===== src/rtl/riscv_muldiv_pkg.sv =====
// Shared encodings and constants for the iterative RV32M multiply/divide unit.
package riscv_muldiv_pkg;

  localparam int XLEN = 32;

  localparam logic [2:0] MD_MUL    = 3'b000;
  localparam logic [2:0] MD_MULH   = 3'b001;
  localparam logic [2:0] MD_MULHSU = 3'b010;
  localparam logic [2:0] MD_MULHU  = 3'b011;
  localparam logic [2:0] MD_DIV    = 3'b100;
  localparam logic [2:0] MD_DIVU   = 3'b101;
  localparam logic [2:0] MD_REM    = 3'b110;
  localparam logic [2:0] MD_REMU   = 3'b111;

  typedef enum logic [1:0] {
    ST_IDLE = 2'd0,
    ST_CALC = 2'd1,
    ST_DONE = 2'd2
  } state_e;

  localparam logic [XLEN-1:0] DIV0_Q  = 32'hFFFF_FFFF;
  localparam logic [XLEN-1:0] INT_MIN = 32'h8000_0000;

endpackage


===== src/rtl/muldiv_unit_div_step.sv =====
// One restoring-division iteration: shift the next dividend bit into the
// partial remainder and subtract the divisor when it fits.
module div_step
  import riscv_muldiv_pkg::*;
#(
  parameter int W = XLEN
) (
  input  logic [W-1:0] rem_i,
  input  logic [W-1:0] quo_i,
  input  logic [W-1:0] div_i,
  output logic [W-1:0] rem_o,
  output logic [W-1:0] quo_o
);

  logic [W:0] shifted;
  logic [W:0] diff;

  always_comb begin
    shifted = {rem_i, quo_i[W-1]};
    diff    = shifted - {1'b0, div_i};
    // remainder < divisor, so a set top bit of diff can only mean a borrow
    if (diff[W]) begin
      rem_o = shifted[W-1:0];
      quo_o = {quo_i[W-2:0], 1'b0};
    end else begin
      rem_o = diff[W-1:0];
      quo_o = {quo_i[W-2:0], 1'b1};
    end
  end

endmodule


===== src/rtl/muldiv_unit.sv =====
// Iterative RV32M multiply/divide unit, 32 cycles per op, start/busy/done handshake.
// Multiply ops are only built when MULDIV_MUL_EN is defined; otherwise they complete as illegal.
module muldiv_unit #(
  parameter int XLEN = 32
) (
  input  logic            clk,
  input  logic            rst_n,
  input  logic            start,
  input  logic [2:0]      op,
  input  logic [XLEN-1:0] rs1_val,
  input  logic [XLEN-1:0] rs2_val,
  input  logic [4:0]      rd_in,
  input  logic            flush,
  output logic            busy,
  output logic            done,
  output logic [XLEN-1:0] result,
  output logic [4:0]      rd_out,
  output logic            we_out,
  output logic            illegal
);

  import riscv_muldiv_pkg::*;

  localparam int CW = $clog2(XLEN);

  state_e          state_q, state_d;
  logic [CW-1:0]   cnt_q, cnt_d;
  logic [2:0]      op_q;
  logic [XLEN-1:0] hi_q, lo_q, b_q;
  logic            neg_q, rneg_q;
  logic [4:0]      rd_pend_q;
  logic [XLEN-1:0] result_q;
  logic [4:0]      rd_q;
  logic            illegal_q;

  logic            load, step, last;

  logic            sgn_a, sgn_b, a_neg, b_neg;
  logic [XLEN-1:0] a_mag, b_mag;
  logic            spec_hit, ill_in;
  logic [XLEN-1:0] spec_res;

  always_comb begin
    sgn_a = (op == MD_DIV) || (op == MD_REM) || (op == MD_MUL) ||
            (op == MD_MULH) || (op == MD_MULHSU);
    sgn_b = (op == MD_DIV) || (op == MD_REM) || (op == MD_MUL) || (op == MD_MULH);
    a_neg = sgn_a & rs1_val[XLEN-1];
    b_neg = sgn_b & rs2_val[XLEN-1];
    a_mag = a_neg ? -rs1_val : rs1_val;
    b_mag = b_neg ? -rs2_val : rs2_val;

    spec_hit = 1'b0;
    ill_in   = 1'b0;
    spec_res = '0;
    if (op[2]) begin
      if (rs2_val == '0) begin
        spec_hit = 1'b1;
        spec_res = (op == MD_DIV || op == MD_DIVU) ? DIV0_Q : rs1_val;
      end else if (sgn_b && rs1_val == INT_MIN && rs2_val == DIV0_Q) begin
        spec_hit = 1'b1;
        spec_res = (op == MD_DIV) ? INT_MIN : '0;
      end
    end
`ifndef MULDIV_MUL_EN
    else begin
      spec_hit = 1'b1;
      ill_in   = 1'b1;
    end
`endif
  end

  logic [XLEN-1:0] div_rem, div_quo;

  div_step #(.W(XLEN)) u_div_step (
    .rem_i (hi_q),
    .quo_i (lo_q),
    .div_i (b_q),
    .rem_o (div_rem),
    .quo_o (div_quo)
  );

  logic [XLEN-1:0] hi_step, lo_step;
`ifdef MULDIV_MUL_EN
  logic [XLEN:0]   mul_sum;
  logic [2*XLEN-1:0] prod;
`endif

  always_comb begin
    hi_step = div_rem;
    lo_step = div_quo;
`ifdef MULDIV_MUL_EN
    // shift-add: multiplier sits in lo_q and drains out as the product shifts in
    mul_sum = {1'b0, hi_q} + (lo_q[0] ? {1'b0, b_q} : '0);
    if (!op_q[2]) begin
      {hi_step, lo_step} = {mul_sum, lo_q[XLEN-1:1]};
    end
`endif
  end

  logic [XLEN-1:0] quo_fix, rem_fix, fin;

  always_comb begin
    quo_fix = neg_q ? -lo_step : lo_step;
    rem_fix = rneg_q ? -hi_step : hi_step;
    fin     = '0;
`ifdef MULDIV_MUL_EN
    prod = {hi_step, lo_step};
    if (neg_q) prod = -prod;
`endif
    case (op_q)
      MD_DIV, MD_DIVU: fin = quo_fix;
      MD_REM, MD_REMU: fin = rem_fix;
`ifdef MULDIV_MUL_EN
      MD_MUL:          fin = prod[XLEN-1:0];
      default:         fin = prod[2*XLEN-1:XLEN];
`else
      default:         fin = '0;
`endif
    endcase
  end

  always_comb begin
    state_d = state_q;
    cnt_d   = cnt_q;
    load    = 1'b0;
    step    = 1'b0;
    last    = (cnt_q == CW'(XLEN - 1));
    case (state_q)
      ST_IDLE: begin
        if (start && !flush) begin
          load    = 1'b1;
          cnt_d   = '0;
          state_d = spec_hit ? ST_DONE : ST_CALC;
        end
      end
      ST_CALC: begin
        if (flush) begin
          cnt_d   = '0;
          state_d = ST_IDLE;
        end else begin
          step  = 1'b1;
          cnt_d = cnt_q + 1'b1;
          if (last) state_d = ST_DONE;
        end
      end
      ST_DONE: state_d = ST_IDLE;
      default: begin
        cnt_d   = '0;
        state_d = ST_IDLE;
      end
    endcase
  end

  always_ff @(posedge clk or negedge rst_n) begin
    if (!rst_n) begin
      state_q <= ST_IDLE;
      cnt_q   <= '0;
    end else begin
      state_q <= state_d;
      cnt_q   <= cnt_d;
    end
  end

  always_ff @(posedge clk or negedge rst_n) begin
    if (!rst_n) begin
      op_q      <= '0;
      hi_q      <= '0;
      lo_q      <= '0;
      b_q       <= '0;
      neg_q     <= 1'b0;
      rneg_q    <= 1'b0;
      rd_pend_q <= '0;
      result_q  <= '0;
      rd_q      <= '0;
      illegal_q <= 1'b0;
    end else if (load) begin
      op_q      <= op;
      hi_q      <= '0;
      lo_q      <= op[2] ? a_mag : b_mag;
      b_q       <= op[2] ? b_mag : a_mag;
      neg_q     <= a_neg ^ b_neg;
      rneg_q    <= a_neg;
      rd_pend_q <= rd_in;
      if (spec_hit) begin
        result_q  <= spec_res;
        rd_q      <= rd_in;
        illegal_q <= ill_in;
      end
    end else if (step) begin
      hi_q <= hi_step;
      lo_q <= lo_step;
      if (last) begin
        result_q  <= fin;
        rd_q      <= rd_pend_q;
        illegal_q <= 1'b0;
      end
    end
  end

  assign busy    = (state_q != ST_IDLE);
  assign done    = (state_q == ST_DONE);
  assign result  = result_q;
  assign rd_out  = rd_q;
  assign illegal = illegal_q;
  assign we_out  = done && (rd_q != 5'd0) && !illegal_q;

endmodule


===== config.mk =====
export PLATFORM = sky130hd
export DESIGN_NAME = muldiv_unit
export DESIGN_NICKNAME = d
export VERILOG_FILES = /design/src/rtl/riscv_muldiv_pkg.sv /design/src/rtl/muldiv_unit_div_step.sv /design/src/rtl/muldiv_unit.sv
export SDC_FILE = /design/constraint.sdc
export NUM_CORES = 1
export LEC_CHECK = 0
export ABC_AREA = 1
export CORE_ASPECT_RATIO = 0.9
export CORE_UTILIZATION = 60
export CTS_CLUSTER_DIAMETER = 80
export DETAILED_ROUTE_END_ITERATION = 10
export MAX_ROUTING_LAYER = met4
export PLACE_DENSITY = 0.82
export SYNTH_ARGS = -nofsm -noshare
export SYNTH_HDL_FRONTEND = slang
export SYNTH_SLANG_ARGS = --single-unit

===== constraint.sdc =====
create_clock -name clk -period 5.3 [get_ports clk]
set_clock_uncertainty 0.2 [all_clocks]
set_input_delay 1.06 -clock clk [delete_from_list [all_inputs] [get_ports clk]]
set_output_delay 1.06 -clock clk [all_outputs]
set_load 0.005 [all_outputs]

After elaboration in Yosys (flattened, before gate mapping)
Index checks and enable logic that the tools add are counted.
{"block": "word_totals", "word_cells": 109, "n_memories": 0, "out_inout_bits": 41, "mem_bits_ro": 0, "reg_bits": 151, "mem_bits_rw": 0, "latch_bits": 0}
{"block": "classes", "shift": 0, "n_bitwise": 4, "multipliers": 0, "n_reduce_logical": 24, "div": 0, "n_mux": 46, "n_eq_ne": 17, "magnitude_cmp": 0, "add_sub_neg": 6}
{"op": "$mux W32", "count": 20}
{"op": "$neg A32 Y32", "count": 4}
{"op": "$eq A32 B32 Y1 const B", "count": 2}
{"op": "$pmux W32 S2", "count": 1}
{"op": "$sub A33 B32 Y33", "count": 1}
{"op": "$logic_not A32 Y1", "count": 1}
{"op": "$mux W5", "count": 6}
{"op": "$eq A3 B3 Y1 const B", "count": 7}
{"op": "$pmux W5 S3", "count": 1}
{"op": "$mux W1", "count": 13}
{"op": "$mux W2", "count": 4}
{"op": "$reduce_bool A2 Y1", "count": 3}
{"op": "$add A5 B1 Y5 const B", "count": 1}
{"op": "$eq A5 B5 Y1 const B", "count": 1}
{"op": "$logic_and A1 B1 Y1", "count": 5}
{"op": "$logic_or A1 B1 Y1", "count": 5}
{"op": "$reduce_bool A5 Y1", "count": 1}
{"op": "$pmux W2 S2", "count": 1}
{"op": "$reduce_and A2 Y1", "count": 2}
{"op": "$reduce_or A2 Y1", "count": 2}
{"op": "$eq A3 B1 Y1 const B", "count": 1}
{"op": "$eq A3 B2 Y1 const B", "count": 1}
{"op": "$logic_not A3 Y1", "count": 1}
{"op": "$ne A3 B3 Y1 const B", "count": 1}
{"op": "other kinds (10)", "count": 12}

Logic depth before layout (Yosys ltp)
{"block": "logic_depth", "word_depth": 12, "depth_mapped": 31, "ltp_nobuf": 30}

Modules after synthesis
A second synthesis with hierarchy kept.
{"block": "hier_totals", "hier_cells": 2554, "area_unflattened_um2": 14744.1}
{"module": "muldiv_unit", "cells_per_inst": 1840, "n_inst": 1, "area_each_um2": 11348.4}
{"module": "div_step", "cells_per_inst": 714, "n_inst": 1, "area_each_um2": 3395.8}

Worst setup path after synthesis
Ideal clock, no wire load.
{"block": "synth_path", "path_type": "flip-flop to flip-flop", "startpoint": "register lo_q[31]", "endpoint": "register result_q[28], in the netlist result[28]", "path_slack_ns": 1.015, "stages_incl_launch_ff": 31, "period_less_slack_ns": 4.285, "required_ns": 4.980, "setup_ns": 0.120, "t_arrival_ns": 3.965, "cell_sequence": "dfrtp_1 inv_1 ha_1 inv_1 fa_1 nand2_1 nand2_1 nand3_1 nand2_1 nand2_2 nand2_4 nand2_4 nand3_4 nand2_8 buf_4 ha_1 nand3_1 nor3_1 nand2_1 nor4_1 nand2_1 nor3_1 nand2_1 nand2_1 o21ai_0 nor2_1 a21oi_1 o21ai_0 nand2_1 nand2_1 a21oi_2"}
{"block": "synth_between", "elab_chain_len": 8}
{"element": "start, declared", "line": "muldiv_unit.sv:29", "source": "logic [XLEN-1:0] hi_q, lo_q, b_q;"}
{"element": "start signal, assigned", "line": "muldiv_unit.sv:179", "source": "lo_q <= op[2] ? a_mag : b_mag;"}
{"element": "start signal, assigned", "line": "muldiv_unit.sv:191", "source": "lo_q <= lo_step;"}
{"element": "$sub A33 B32 Y33", "line": "muldiv_unit_div_step.sv:20", "source": "diff = shifted - {1'b0, div_i};"}
{"element": "$mux W32 or $mux W1 (tied branches)", "line": "muldiv_unit_div_step.sv:22", "source": "if (diff[W]) begin"}
{"element": "$neg A32 Y32, on equally long branches", "line": "muldiv_unit.sv:104, muldiv_unit.sv:103"}
{"element": "$mux W32, on equally long branches", "line": "muldiv_unit.sv:104, muldiv_unit.sv:103"}
{"element": "$pmux W32 S2 *", "line": "muldiv_unit.sv:110", "source": "case (op_q)"}
{"element": "$mux W32 *", "line": "muldiv_unit.sv:192", "source": "if (last) begin"}
{"element": "$mux W32 *", "line": "muldiv_unit.sv:189", "source": "end else if (step) begin"}
{"element": "$mux W32 *", "line": "muldiv_unit.sv:176", "source": "end else if (load) begin"}
{"element": "end signal, assigned", "line": "muldiv_unit.sv:185", "source": "result_q <= spec_res;"}
{"element": "end signal, assigned", "line": "muldiv_unit.sv:193", "source": "result_q <= fin;"}
{"element": "end, declared", "line": "muldiv_unit.sv:32", "source": "logic [XLEN-1:0] result_q;"}
Mark *: on every way between the ends. The rest lies on a longest branch, timed or not. The select of a mux whose other input is x is not followed.
A chain may end at the register's enable or synchronous reset.

Final worst setup path
Ends and elaborated chain as after synthesis.

==> impl_metrics.ini <==
[setup_path]
critPathMaxFanout = 14
critical_path.max_stage_delay_ns = 0.42
endpoint_kind = register
criticalPathCategory = reg2reg
rr_startpoint = lo_q[31]
critical_path.startpoint = lo_q[31]
worst_ep_arrival_time_ns = 4.96
required_ns = 5.43
critPathLaunchType = register
cp_slowest_cell = fa_1
cp_common_cell = nand2_1
r2r_slack_ns = 0.47

[route]
ant_nets = 0
totalWireLength_mm = 52.4
vias = 16300
route.detailed.drc = 0
vias_per_cell = 6.09
drtIter0Drc = 2511
first_pass_iters = 6
wl_per_cell_microns = 19.6

[sta]
setup_viol = 0
maxSlewHeadroom = 0.336
rsz0062_at_grt = no
setup_tns_ns = 0
worst_pin_slew_ns = 0.996
max_freq_mhz = 207
fin_crit_ns = 4.83
period_share = 0.912
drv_slew = 0
hold_viol = 0

[logic_synthesis]
synth_flop_cell = dfrtp_1
ys_seq_elements = 150
synth_top_area_frac = 0.268
syn_area_sq_um = 14000
async_flop_share = 1.00
ys_seq_area_frac = 0.268
yosysTopAreaCell = dfrtp_1
ys_top_cells_by_area = dfrtp_1 27%, nand2_1 19%, inv_1 9.0%, nor2_1 6.9%, nand3_1 4.8%
syn_inst = 2287
synth-edff-count = 0
synth_nets = 2403
yosysWarnings = 0
avgSynthCellArea_sq_um = 6.13
yosysUniqueCellTypes = 57

[clock_tree]
numClockSinks = 150
ctsResizeCount = 0
clock_path_buffers = 2
insertion_delay_ns = 0.45
cts_root_buf = clkbuf_16
cts_max_level = 4
cts_tree = built
cts_hold_buf = 0
cts_made_buffers = 17
postCtsSetupRepairBufs = 0
clkTransAtPathRegs_ns = 0.08

[grt]
grt_max_degree = 88
grt_pass1_wl_mm = 81.3
antenna_found_initial = 1
grt_usage = 0.455
gr-total-overflow = 0
grt_pass1_vias = 15075

[pwr]
vdd_ir_drop_max_mv = 0.694
finalPower_mw = 9.73
leakage_nw = 8.25
powerDensity_nw_per_um2 = 609

[place]
gp_congestion = 1.01
port_buffers = 116
dp.final_hpwl_mm = 39.4

[floorplan]
core_area_sq_um = 22700
die_x_microns = 163
dieHeight_microns = 147
rows = 52
io_pins = 117
initial_core_util = 0.618
die_area_sq_um = 24000

[cells_and_area]
syn_to_final_growth_pct = 13.8
drive_above_1_share = 0.0609
fin_nets = 2482

[status]
status = finished, final reports clean

[min_path]
min_from = rd_pend_q[3]
hold_class = reg2reg

[flow_run]
drv_cap = 0
per-stage QoR:
stage	util	cells	worst slack (ns)	hold WS, ns	area, sq um
3_5_place_dp	0.677	2644	0.407	0.257	15400
6_report	0.703	2677	0.465	0.275	16000
3_3_place_gp	0.677	2644	0.630	0.250	15400
4_1_cts	0.703	2676	0.351	0.273	16000
2_1_floorplan	-	2287	1.02	0.237	14000
5_1_grt	0.703	2677	0.0865	0.312	16000
metal layers:
layer  part of all wire  track usage  vias to the layer above
li1                   -            -                     7452
met1               0.40        0.603                     7452
met2               0.43        0.661                     1143
met3               0.11       0.0830                      253
met4              0.059        0.229                        0
met5                  0            -                        -
area by class of cell:
type	instances	area (sq um)
clock buffers	18	439
inverters	344	1290
fillers	1935	6740
multi-input cells	1714	8610
flip-flops and latches	150	3750
diodes	1	2.50
clock inverters	14	151
repair buffers	139	1350
well taps	297	372
cell families (layout without fill, tap and decap cells):
| family | count (synthesis) | after routing | synth area share |
|---|---|---|---|
| buffers and inverters | 423 | 515 | 0.121 |
| AND/OR/NAND/NOR | 1252 | 1252 | 0.382 |
| XOR/XNOR | 73 | 73 | 0.0456 |
| adder cells (fa/ha/maj) | 40 | 40 | 0.0362 |
| AO/OA/AOI/OAI | 349 | 349 | 0.148 |
| other | 0 | 1 | 0 |
| flip-flops | 150 | 150 | 0.268 |
cell usage in the layout (no fill, tap or decap), types with 14 or more instances in the layout:
cell	count
nor3_1	34
xor2_1	62
nand3_1	135
clkdlybuf4s50_1	115
nor2_1	253
nand2_2	31
nand2_1	709
dfrtp_1	150
o22ai_1	24
a21oi_2	14
nand4_1	30
o21ai_1	14
a21oi_1	98
a22oi_1	18
o221ai_1	15
buf_4	22
clkbuf_16	17
o21ai_0	112
ha_1	39
inv_1	337
registers in the layout, indices dropped and copies added, names as in the netlist:
register / flops
op_q: 2
rneg_q: 1
hi_q: 32
rd_pend_q: 5
cnt_q: 5
illegal: 1
rd_out: 5
b_q: 32
state_q: 2
lo_q: 32
result: 32
neg_q: 1
cell usage after synthesis, drive strengths merged (15+ instances only):
cell type and n:
a21oi 113, a22oi 18, buf 30, clkbuf 49, dfrtp 150, ha 39
inv 341, nand2 753, nand3 140, nand4 30, nor2 266, nor3 38
o21ai 126, o221ai 15, o22ai 24, xor2 62
critical path, delay by kind of cell, from the launching register on:
kind / cells / cell delay [ns]
and+or+nand+nor: 20 / 2.59
adders and majority gates: 3 / 0.80
DFF: 1 / 0.36
buffers and inverters: 3 / 0.37
AOI/OAI and AO/OA: 4 / 0.40
where the power goes:
| part | internal (mW) | switching, mW |
|---|---|---|
| registers | 1.51 | 0.318 |
| clock network | 0.683 | 0.595 |
| logic | 2.12 | 4.51 |
path summary, 6_finish.rpt:
check                                    end  depth (start not counted)
worst max register to register    result[28]                         30
min in group asynchronous           hi_q[26]                          1
max in group asynchronous           hi_q[15]                          2
worst max-delay path              result[28]                         30
worst min-delay path            rd_pend_q[3]                          2
worst min register to register  rd_pend_q[3]                          2
No activity file was read; power rests on OpenSTA's default activity.
